<file path="src/rtl/nibble_serial_adder_ctrl.sv">
// Purpose     : WIDTH-bit add/subtract that reuses one 4-bit carry look-ahead stage, one nibble per cycle, LSB nibble first.
// Latency     : res_valid rises exactly NIB cycles after the accept edge; start_ready returns the cycle after the result handshake.
// Backpressure: valid/ready on both sides; result and flags hold while res_ready is low, and no new request is accepted until then.
//
// Ports:
//   clk, rst_n            rising-edge clock, asynchronous active-low reset
//   start_valid/ready     request handshake; start_ready is high only in IDLE
//   op_sub, a_in, b_in    operation and operands, sampled on the accept edge
//   res_valid/ready       result handshake
//   result                WIDTH-bit sum or difference
//   carry_out             final carry (for subtract: 1 = no borrow)
//   overflow              two's-complement overflow
//   zero                  result == 0
module nibble_serial_adder_ctrl #(
    parameter int WIDTH = 32
) (
    input  logic             clk,
    input  logic             rst_n,
    input  logic             start_valid,
    output logic             start_ready,
    input  logic             op_sub,
    input  logic [WIDTH-1:0] a_in,
    input  logic [WIDTH-1:0] b_in,
    output logic             res_valid,
    input  logic             res_ready,
    output logic [WIDTH-1:0] result,
    output logic             carry_out,
    output logic             overflow,
    output logic             zero
);

    localparam int NIB   = WIDTH / 4;
    localparam int CNT_W = (NIB > 1) ? $clog2(NIB) : 1;
    localparam logic [CNT_W-1:0] LAST_NIB = CNT_W'(NIB - 1);

    typedef enum logic [1:0] {
        ST_IDLE = 2'd0,
        ST_RUN  = 2'd1,
        ST_DONE = 2'd2
    } state_t;

    state_t             r_state;
    state_t             w_next_state;
    logic [CNT_W-1:0]   r_cnt;
    logic [WIDTH-1:0]   r_a;
    logic [WIDTH-1:0]   r_b;
    logic               r_carry;
    logic [WIDTH-1:0]   r_result;
    logic               r_carry_out;
    logic               r_overflow;
    logic               r_zero;
    logic               r_res_valid;

    logic               w_accept;
    logic               w_last;
    logic               w_handshake;
    logic [3:0]         w_c;
    logic [3:0]         w_cin_vec;
    logic [3:0]         w_sum;
    logic [WIDTH-1:0]   w_result_next;

    // Shared 4-bit carry look-ahead stage: C[i] is the carry out of bit i.
    function automatic logic [3:0] lookahead_carries(
        input logic [3:0] a,
        input logic [3:0] b,
        input logic       cin
    );
        logic [3:0] g;
        logic [3:0] p;
        logic [3:0] c;
        g    = a & b;
        p    = a ^ b;
        c[0] = g[0] | (p[0] & cin);
        c[1] = g[1] | (p[1] & g[0]) | (p[1] & p[0] & cin);
        c[2] = g[2] | (p[2] & g[1]) | (p[2] & p[1] & g[0])
                    | (p[2] & p[1] & p[0] & cin);
        c[3] = g[3] | (p[3] & g[2]) | (p[3] & p[2] & g[1])
                    | (p[3] & p[2] & p[1] & g[0])
                    | (p[3] & p[2] & p[1] & p[0] & cin);
        return c;
    endfunction

    assign start_ready = (r_state == ST_IDLE);
    assign res_valid   = r_res_valid;
    assign result      = r_result;
    assign carry_out   = r_carry_out;
    assign overflow    = r_overflow;
    assign zero        = r_zero;

    assign w_accept    = start_valid && (r_state == ST_IDLE);
    assign w_last      = (r_state == ST_RUN) && (r_cnt == LAST_NIB);
    assign w_handshake = r_res_valid && res_ready;

    assign w_c       = lookahead_carries(r_a[3:0], r_b[3:0], r_carry);
    assign w_cin_vec = {w_c[2:0], r_carry};
    assign w_sum     = r_a[3:0] ^ r_b[3:0] ^ w_cin_vec;

    // Result with the current nibble merged in; the zero flag on the last
    // nibble must see this value, not the registered one.
    always_comb begin
        w_result_next = r_result;
        for (int n = 0; n < NIB; n++) begin
            if (r_cnt == CNT_W'(n)) begin
                w_result_next[n*4 +: 4] = w_sum;
            end
        end
    end

    always_comb begin
        w_next_state = r_state;
        case (r_state)
            ST_IDLE: if (w_accept)    w_next_state = ST_RUN;
            ST_RUN:  if (w_last)      w_next_state = ST_DONE;
            ST_DONE: if (w_handshake) w_next_state = ST_IDLE;
            default:                  w_next_state = ST_IDLE;
        endcase
    end

    always_ff @(posedge clk or negedge rst_n) begin
        if (!rst_n) begin
            r_state <= ST_IDLE;
        end else begin
            r_state <= w_next_state;
        end
    end

    always_ff @(posedge clk or negedge rst_n) begin
        if (!rst_n) begin
            r_cnt       <= '0;
            r_a         <= '0;
            r_b         <= '0;
            r_carry     <= 1'b0;
            r_result    <= '0;
            r_carry_out <= 1'b0;
            r_overflow  <= 1'b0;
            r_zero      <= 1'b0;
            r_res_valid <= 1'b0;
        end else begin
            case (r_state)
                ST_IDLE: begin
                    if (w_accept) begin
                        r_a         <= a_in;
                        // Subtract is A + ~B + 1: invert B here, the +1
                        // enters as the initial carry.
                        r_b         <= op_sub ? ~b_in : b_in;
                        r_carry     <= op_sub;
                        r_cnt       <= '0;
                        r_res_valid <= 1'b0;
                    end
                end
                ST_RUN: begin
                    r_result <= w_result_next;
                    r_carry  <= w_c[3];
                    r_a      <= r_a >> 4;
                    r_b      <= r_b >> 4;
                    if (w_last) begin
                        r_cnt       <= '0;
                        r_carry_out <= w_c[3];
                        // Carry into the MSB is C[2] of the top nibble.
                        r_overflow  <= w_c[3] ^ w_c[2];
                        r_zero      <= (w_result_next == '0);
                        r_res_valid <= 1'b1;
                    end else begin
                        r_cnt <= r_cnt + CNT_W'(1);
                    end
                end
                ST_DONE: begin
                    if (w_handshake) begin
                        r_res_valid <= 1'b0;
                    end
                end
                default: begin
                    r_res_valid <= 1'b0;
                end
            endcase
        end
    end

endmodule

</file>
<file path="config.mk">
export PLATFORM = sky130hd
export DESIGN_NAME = nibble_serial_adder_ctrl
export DESIGN_NICKNAME = d
export VERILOG_FILES = /design/src/rtl/nibble_serial_adder_ctrl.sv
export SDC_FILE = /design/constraint.sdc
export NUM_CORES = 1
export LEC_CHECK = 0
export ABC_AREA = 1
export CAP_MARGIN = 20
export CORE_ASPECT_RATIO = 0.6
export CORE_UTILIZATION = 52
export CTS_CLUSTER_SIZE = 14
export DETAILED_ROUTE_END_ITERATION = 16
export PLACE_DENSITY = 0.78
export REMOVE_ABC_BUFFERS = 1
export SKIP_CTS_REPAIR_TIMING = 1
export SLEW_MARGIN = 25
export SYNTH_ARGS = -nofsm -noshare
export SYNTH_HDL_FRONTEND = slang
export SYNTH_SLANG_ARGS = --single-unit
</file>
<file path="constraint.sdc">
create_clock -name clk -period 2.1 [get_ports clk]
set_input_delay 0.42 -clock clk [delete_from_list [all_inputs] [get_ports clk]]
set_output_delay 0.42 -clock clk [all_outputs]
set_load 0.05 [all_outputs]
</file>
# Word-level counts from Yosys, hierarchy flattened
# Cells that the tools add are included.
[totals]
register_bits = 106
in_bits = 69
output_inout_bits = 37
elab_cells = 90
[op_classes]
addsub = 1
eq_ne = 12
muxes = 26
n_bitwise = 31
reduce_logical = 10
[op_table]
columns = ["operator", "count"]
rows = [
  ["$pmux W32 S2", 2],
  ["$mux W32", 3],
  ["$logic_not A32 Y1", 1],
  ["$mux W4", 8],
  ["$not A32 Y32", 1],
  ["$and A1 B1 Y1", 16],
  ["$eq A3 B3 Y1 const B", 4],
  ["$or A1 B1 Y1", 10],
  ["$xor A4 B4 Y4", 2],
  ["$eq A3 B2 Y1 const B", 2],
  ["$mux W2", 3],
  ["$mux W3", 2],
  ["$pmux W2 S3", 1],
  ["$pmux W3 S2", 1],
  ["$and A4 B4 Y4", 1],
  ["$mux W1", 4],
  ["$ne A2 B2 Y1 const B", 2],
  ["$reduce_and A2 Y1", 2],
  ["$add A3 B1 Y3 const B", 1],
  ["$eq A3 B1 Y1 const B", 1],
  ["$logic_and A1 B1 Y1", 3],
  ["$logic_not A3 Y1", 1],
  ["$pmux W1 S3", 1],
  ["$reduce_and A3 Y1", 1],
  ["7 further kinds", 7],
]

# Longest topological paths before layout
# Gate-level depths: netlist of the first run.
[logic_depth]
word_depth = 8
mapped_depth = 13
ltp_nobuf = 13

# Worst setup path before layout of the first run
# No wires, ideal clock.
[synth_path]
kind = "register -> register"
start = "reg r_state[1]"
end = "reg r_a[10]"
setup_time_ns = 0.139
arrival_time_ns = 2.270
required_time_ns = 1.961
slack_ns = -0.308
stages_incl_launch_ff = 8
path_buffers = 1
period_less_slack_ns = 2.408
path_cell_list = "dfrtp_1 -> nor2_1 -> nand2_1 -> inv_2 -> nor2_2 -> inv_2 -> buf_2 -> o221ai_1"
[synth_between]
elab_chain_cells = 4
word_cells_on_any_way = 7
classes_between = "2 x eq/ne; 1 x mux; 4 x reduce/logical"
[synth_rtl]
columns = ["element", "line_no", "rtl"]
rows = [
  ["start: declaration", "42", "state_t r_state;"],
  ["start signal: assignment", "123", "r_state <= w_next_state;"],
  ["$logic_not A2 Y1 (*)", "--", ""],
  ["net start_ready", "20", "output logic start_ready,"],
  ["$logic_and A1 B1 Y1", "90", "assign w_accept = start_valid && (r_state == ST_IDLE);"],
  ["$ne A2 B1 Y1 (no source line)", "--", ""],
  ["$reduce_and A2 Y1 (no source line)", "--", ""],
  ["end signal: assignment", "142", "r_a <= a_in;"],
  ["end signal: assignment", "154", "r_a <= r_a >> 4;"],
  ["end: declaration", "45", "logic [WIDTH-1:0] r_a;"],
]
# Mark *: on every way through the listed nets, which the timed path passes. The rest lies on a longest branch.
# A chain may end at the register's enable or synchronous reset.

# Final worst setup path of the first run
[layout_path]
start = "reg r_cnt[0]"
end = "reg r_zero (netlist: zero)"
[layout_between]
elab_chain_cells = 3
word_cells_on_any_way = 19
classes_between = "7 x eq/ne; 8 x mux; 4 x reduce/logical"
[layout_rtl]
columns = ["element", "line_no", "rtl"]
rows = [
  ["start: declaration", "44", "logic [CNT_W-1:0] r_cnt;"],
  ["start signal: assignment", "164", "r_cnt <= r_cnt + CNT_W'(1);"],
  ["$eq A3 B1 Y1, or another cell as far along", "103", "if (r_cnt == CNT_W'(n)) begin"],
  ["$mux W4 or $logic_and A1 B1 Y1 (tied branches)", "103, 91", ""],
  ["$logic_not A32 Y1 or $reduce_and A2 Y1 (tied branches)", "--", ""],
  ["end signal: assignment", "161", "r_zero <= (w_result_next == '0);"],
  ["end: declaration", "51", "logic r_zero;"],
]
# Parallel ways exist; a longest one is shown, timed or not.

==> impl_metrics.json, run 1 <==
{
  "cts_tree": "done",
  "maxSlewViolCount": 0,
  "drt_iter0_drc": 406,
  "violations": "negative setup slack",
  "wirelength_um": 13500,
  "critPathMaxFanout": 5,
  "layout_common_cells": "189 x nand2_1, 103 x dfrtp_1, 98 x clkdlybuf4s50_1",
  "hold_viol": 0,
  "ys_top_cells_by_area": "dfrtp_1 50%, nand2_1 14%, o221ai_1 5.7%",
  "period_share": 1.00,
  "multiInputGateArea_sq_mm": 0.00232,
  "grt_pass1_vias": 4486,
  "via_per_inst": 5.44,
  "path_clk_slew_ns": 0.07,
  "cts_buffers": 9,
  "drive_above_1_share": 0.110,
  "dr.pass1.iters": 6,
  "cts_max_level": 3,
  "tightest_slew_ns": 0.824,
  "place_area_sq_mm": 0.00647,
  "layout.nets": 804,
  "initial_core_util": 0.553,
  "drv_cap": 0,
  "fin_worst_skew_ns": 0.00702,
  "yosys.area.top_type_share": 0.500,
  "die_width_um": 132,
  "coreArea_sq_mm": 0.00949,
  "r2r-end": "zero",
  "fin_area_sq_mm": 0.00687,
  "worst-endpoint-required_ns": 2.37,
  "cp-start-kind": "flop",
  "io_pins": 106,
  "track_usage": 0.271,
  "grt_max_degree": 85,
  "yosysUniqueCellTypes": 30,
  "fillers": 698,
  "yosysWarningCount": 0,
  "relSlewSlack": 0.451,
  "ant_nets": 0,
  "fmax_ghz": 0.474,
  "setup_violations": 1,
  "gp_congestion": 0.961,
  "fp.dieArea_sq_mm": 0.0105,
  "synthToLayoutAreaGrowth_pct": 30.7,
  "rows": 27,
  "critPathArrivalTime_ns": 2.38,
  "hpwl_um": 9250,
  "fp.dieH_um": 79.9,
  "vias": 4669,
  "ir_drop_v": 0.00110,
  "timing.hold.ws_ns": 0.427,
  "grt_antenna_before_repair": 0,
  "fin_crit_ns": 2.11,
  "status": "complete, but fails checks",
  "drc_errors": 0,
  "cts.sinks": 105,
  "portBuffers": 105,
  "r2r_start": "r_cnt[0]",
  "wl_per_cell_um": 15.7,
  "synthCells": 618,
  "postSynthAreaPerCell_sq_um": 8.50,
  "yosysTopAreaCell": "dfrtp_1",
  "cts_buffer_depth": 2,
  "grt-ovfl-total": 0,
  "rrSetupSlack_ns": -0.009,
  "synth_area_sq_mm": 0.00525,
  "rsz0062_at_grt": "yes",
  "clk_latency_ns": 0.35,
  "ys_ff_latch": 105,
  "final_common_cell": "nand2_1",
  "setup_ws_ns": -0.00891,
  "ys_seq_area_frac": 0.500,
  "p_leak_uw": 0.00305,
  "grt_pass1_wl_um": 22200,
  "antenna_cells": 0,
  "root_buffer": "clkbuf_16",
  "crit_path_end_kind": "flop",
  "path_class": "reg -> reg",
  "ff_latch_area_sq_mm": 0.00263,
  "min_path_type": "in -> async",
  "reg2reg_depth": 12,
  "powerDensity_mw_per_mm2": 1700
}
[report_power, final]
part / internal, uW / switching, uW / total (uW)
clock network: 801 / 738 / 1540
logic: 2350 / 4300 / 6640
registers: 2960 / 550 / 3510
total: 6100 / 5590 / 11700
[stage by stage]
| stage | util | worst slack (ns) | TNS (ns) | power, uW | cells |
|---|---|---|---|---|---|
| after floorplan | - | -1.91 | -146.68 | 7640 | 589 |
| after global placement | 0.682 | 0.131 | 0 | 9570 | 837 |
| after detailed placement | 0.682 | 0.0607 | 0 | 9730 | 837 |
| after CTS | 0.710 | 0.0470 | 0 | 11300 | 853 |
| after global routing | 0.724 | -0.0558 | -0.0558 | 12500 | 859 |
| final | 0.724 | -0.00891 | -0.00891 | 11700 | 859 |
[cell families (layout without fill, tap and decap cells)]
group	count (synthesis)	in the layout	synth area share
AO/OA/AOI/OAI	113	113	0.146
XOR/XNOR	32	32	0.0533
adder cells (fa/ha/maj)	11	11	0.0276
buffers and inverters	95	206	0.0707
flip-flops	105	105	0.500
AND/OR/NAND/NOR	262	262	0.203
[critical path, stage by stage (launching register included)]
cell and delay (ns):
dfrtp_1 0.44, inv_1 0.13, ha_1 0.25, nand2_1 0.21
inv_2 0.17, nand3_1 0.10, nand2_1 0.10, nand2_1 0.06
nor2_1 0.12, nand3_1 0.11, nor2_1 0.13, nand3_1 0.08
o21bai_1 0.12
[routing by layer]
metal  GRT usage  share of wire  vias to the layer above
li1            -              -                     2249
met1       0.394           0.49                     2186
met2       0.387           0.40                      206
met3      0.0819          0.090                       28
met4      0.0791          0.016                        0
met5           0              0                        -
[Yosys cell counts, drive strengths merged]
library cell / count
nand2: 195
dfrtp: 105
inv: 64
o21ai: 41
o221ai: 34
xnor2: 32
nand3: 25
nor2: 25
o211ai: 17
clkbuf: 15
or2: 15
buf: 14
ha: 10
o22ai: 7
a21oi: 4
a22oi: 4
a31oi: 4
clkinv: 2
nand4: 2
fa: 1
o21a: 1
o21bai: 1
[flip-flops by register name (all words and copies together), names as in the netlist]
| register | flops |
|---|---|
| carry_out | 1 |
| overflow | 1 |
| r_a | 32 |
| r_b | 32 |
| r_carry | 1 |
| r_cnt | 3 |
| r_state | 2 |
| result | 32 |
| zero | 1 |
[cell type report]
type	instances	share of cell area
tap	130	0.0237
timing repair buffer	124	0.180
sequential	105	0.383
clock inverter	5	0.00474
multi-input combinational	418	0.338
clock buffer	11	0.0339
inverter	66	0.0370
[worst max path at each step]
stage	start	endpoint	cells past startpoint
floorplan	r_state[1]	zero	7
global placement	r_a[0]	zero	12
detailed placement	r_a[0]	zero	12
CTS	r_a[0]	zero	12
global route	r_b[0]	zero	11
finish	r_cnt[0]	zero	12
(Power assumes the default switching activity.)
==> inputs of run 2 (changes only) <==
SKIP_LAST_GASP = 1   (was default)
SLEW_MARGIN = 15   (was 25)
==> results of run 2 <==
The final DEF is identical to that of run 1; final timing and power are the same.
==> inputs of run 3 (changes only) <==
--- a/config.mk
+++ b/config.mk
@@ -9,8 +9,8 @@
 export CAP_MARGIN = 20
 export CORE_ASPECT_RATIO = 0.6
-export CORE_UTILIZATION = 52
+export CORE_UTILIZATION = 40
 export CTS_CLUSTER_SIZE = 14
 export DETAILED_ROUTE_END_ITERATION = 16
-export PLACE_DENSITY = 0.78
+export PLACE_DENSITY = 0.62
 export REMOVE_ABC_BUFFERS = 1
 export SKIP_CTS_REPAIR_TIMING = 1
==> constraint.sdc (replaced) <==
create_clock -name clk -period 2.73 [get_ports clk]
set_input_delay 0.546 -clock clk [delete_from_list [all_inputs] [get_ports clk]]
set_output_delay 0.546 -clock clk [all_outputs]
set_load 0.005 [all_outputs]
==> impl_metrics.json, run 3 (synthesis gave the netlist of run 1 again) <==
{
  "cts.sinks": 105,
  "hpwl_um": 9420,
  "vias": 4473,
  "cts_buffers": 9,
  "rsz0062_at_grt": "no",
  "hold_viol": 0,
  "die_width_um": 150,
  "rrSetupSlack_ns": 0.63,
  "relSlewSlack": 0.565,
  "clk_latency_ns": 0.34,
  "post-place-ws_ns": 0.586,
  "critPathArrivalTime_ns": 2.37,
  "cp-start-kind": "flop",
  "ant_nets": 0,
  "cpMostUsedCell": "nand2_1",
  "p_seq_frac": 0.343,
  "final_common_cell": "nand2_1",
  "timing.hold.ws_ns": 0.212,
  "power.share.combinational": 0.503,
  "min_path_type": "in -> async",
  "setup_violations": 0,
  "reg2reg_depth": 12,
  "path_class": "reg -> reg",
  "clkPwrFrac": 0.154,
  "drt_iter0_drc": 273,
  "dr.pass1.iters": 5,
  "rows": 32,
  "tightest_slew_ns": 0.652,
  "synthToLayoutAreaGrowth_pct": 28.6,
  "layout_common_cells": "193 x nand2_1, 105 x dfrtp_1, 103 x clkdlybuf4s50_1",
  "fin_crit_ns": 2.10,
  "maxSlewViolCount": 0,
  "grt_pass1_wl_um": 22000,
  "fin_total_pwr_uw": 7810,
  "crit_path_end_kind": "flop",
  "critical-path-top-delay-family": "simple AND/OR/NAND/NOR gates",
  "r2r_start": "r_a[0]",
  "cts_max_level": 3,
  "fp.dieH_um": 90.8,
  "path_buf_inv": 1,
  "ir_drop_v": 0.000724,
  "io_pins": 106,
  "via_per_inst": 5.01,
  "p_int_uw": 4510,
  "crit_chain": "fa_1, inv_1, nand2_1, nand2_1, nand2_1, nor2_1, nand2_1, nor2_1, nand3_1, nor2_1, nand3_1, o21bai_1",
  "grt-ovfl-total": 0,
  "powerDensity_mw_per_mm2": 1160,
  "crit_path_max_incr_delay_ns": 0.60,
  "cts_buffer_depth": 2,
  "drc_errors": 0,
  "p_sw_frac": 0.423,
  "grt_max_degree": 64,
  "worst-endpoint-required_ns": 3.00,
  "grt_antenna_before_repair": 0,
  "track_usage": 0.207,
  "layout.nets": 798,
  "initial_core_util": 0.410,
  "power_switching_uw": 3310,
  "path_clk_slew_ns": 0.07,
  "fp.dieArea_sq_mm": 0.0136,
  "p_leak_uw": 0.00302,
  "coreArea_sq_mm": 0.0128,
  "status": "finished clean",
  "root_buffer": "clkbuf_16",
  "fin_worst_skew_ns": 0.00945,
  "r2r-end": "zero",
  "critPathMaxFanout": 5,
  "wl_per_cell_um": 14.9,
  "setup_ws_ns": 0.628,
  "drive_above_1_share": 0.0692,
  "antenna_cells": 0,
  "setup_tns_ns": 0,
  "gp_congestion": 0.826,
  "portBuffers": 105,
  "grt_pass1_vias": 4279,
  "wirelength_um": 13300,
  "cp_slowest_cell": "fa_1",
  "fmax_ghz": 0.476,
  "cts_tree": "done",
  "period_share": 0.770,
  "drv_cap": 0
}
## run 3: metrics by stage
stage / std cells / cell area, sq um / utilization
floorplan: 589 / 5130 / -
finish: 893 / 6760 / 0.527
CTS: 893 / 6760 / 0.527
global placement: 877 / 6490 / 0.506
global route: 893 / 6760 / 0.527
detailed placement: 877 / 6490 / 0.506
## run 3: worst max-delay path by stage
stage / from / end / slack, ns / cells after the start
finish: r_a[0] / zero / 0.63 / 12
global route: r_a[0] / zero / 0.38 / 12
CTS: r_a[0] / zero / 0.65 / 12
detailed placement: start_valid / r_a[27] / 0.59 / 6
global placement: start_valid / r_a[17] / 0.67 / 6
floorplan: r_state[1] / zero / -1.04 / 7
## run 3: metal layers
layer  global-route usage  wire, um  up-vias
met5                    0         0        -
met4               0.0345        82        0
met3               0.0460      1030       12
met2                0.288      5300      158
met1                0.328      6890     2069
li1                     -         -     2234
## run 3: cell type report
cell class	count	area [sq um]
Inverter	66	248
Fill cell	1180	6050
Clock buffer	10	229
Tap cell	170	213
Multi-Input combinational cell	418	2260
Clock inverter	6	42.5
Timing Repair Buffer	118	1140
Sequential cell	105	2630
## run 3: power by group through the flow
stage | clock network, uW | registers, uW | logic (uW)
detailed placement | 0 | 2700 | 3910
floorplan | 0 | 2620 | 2450
global route | 1290 | 2760 | 4470
finish | 1200 | 2680 | 3930
CTS | 1220 | 2680 | 3950
global placement | 0 | 2680 | 3840
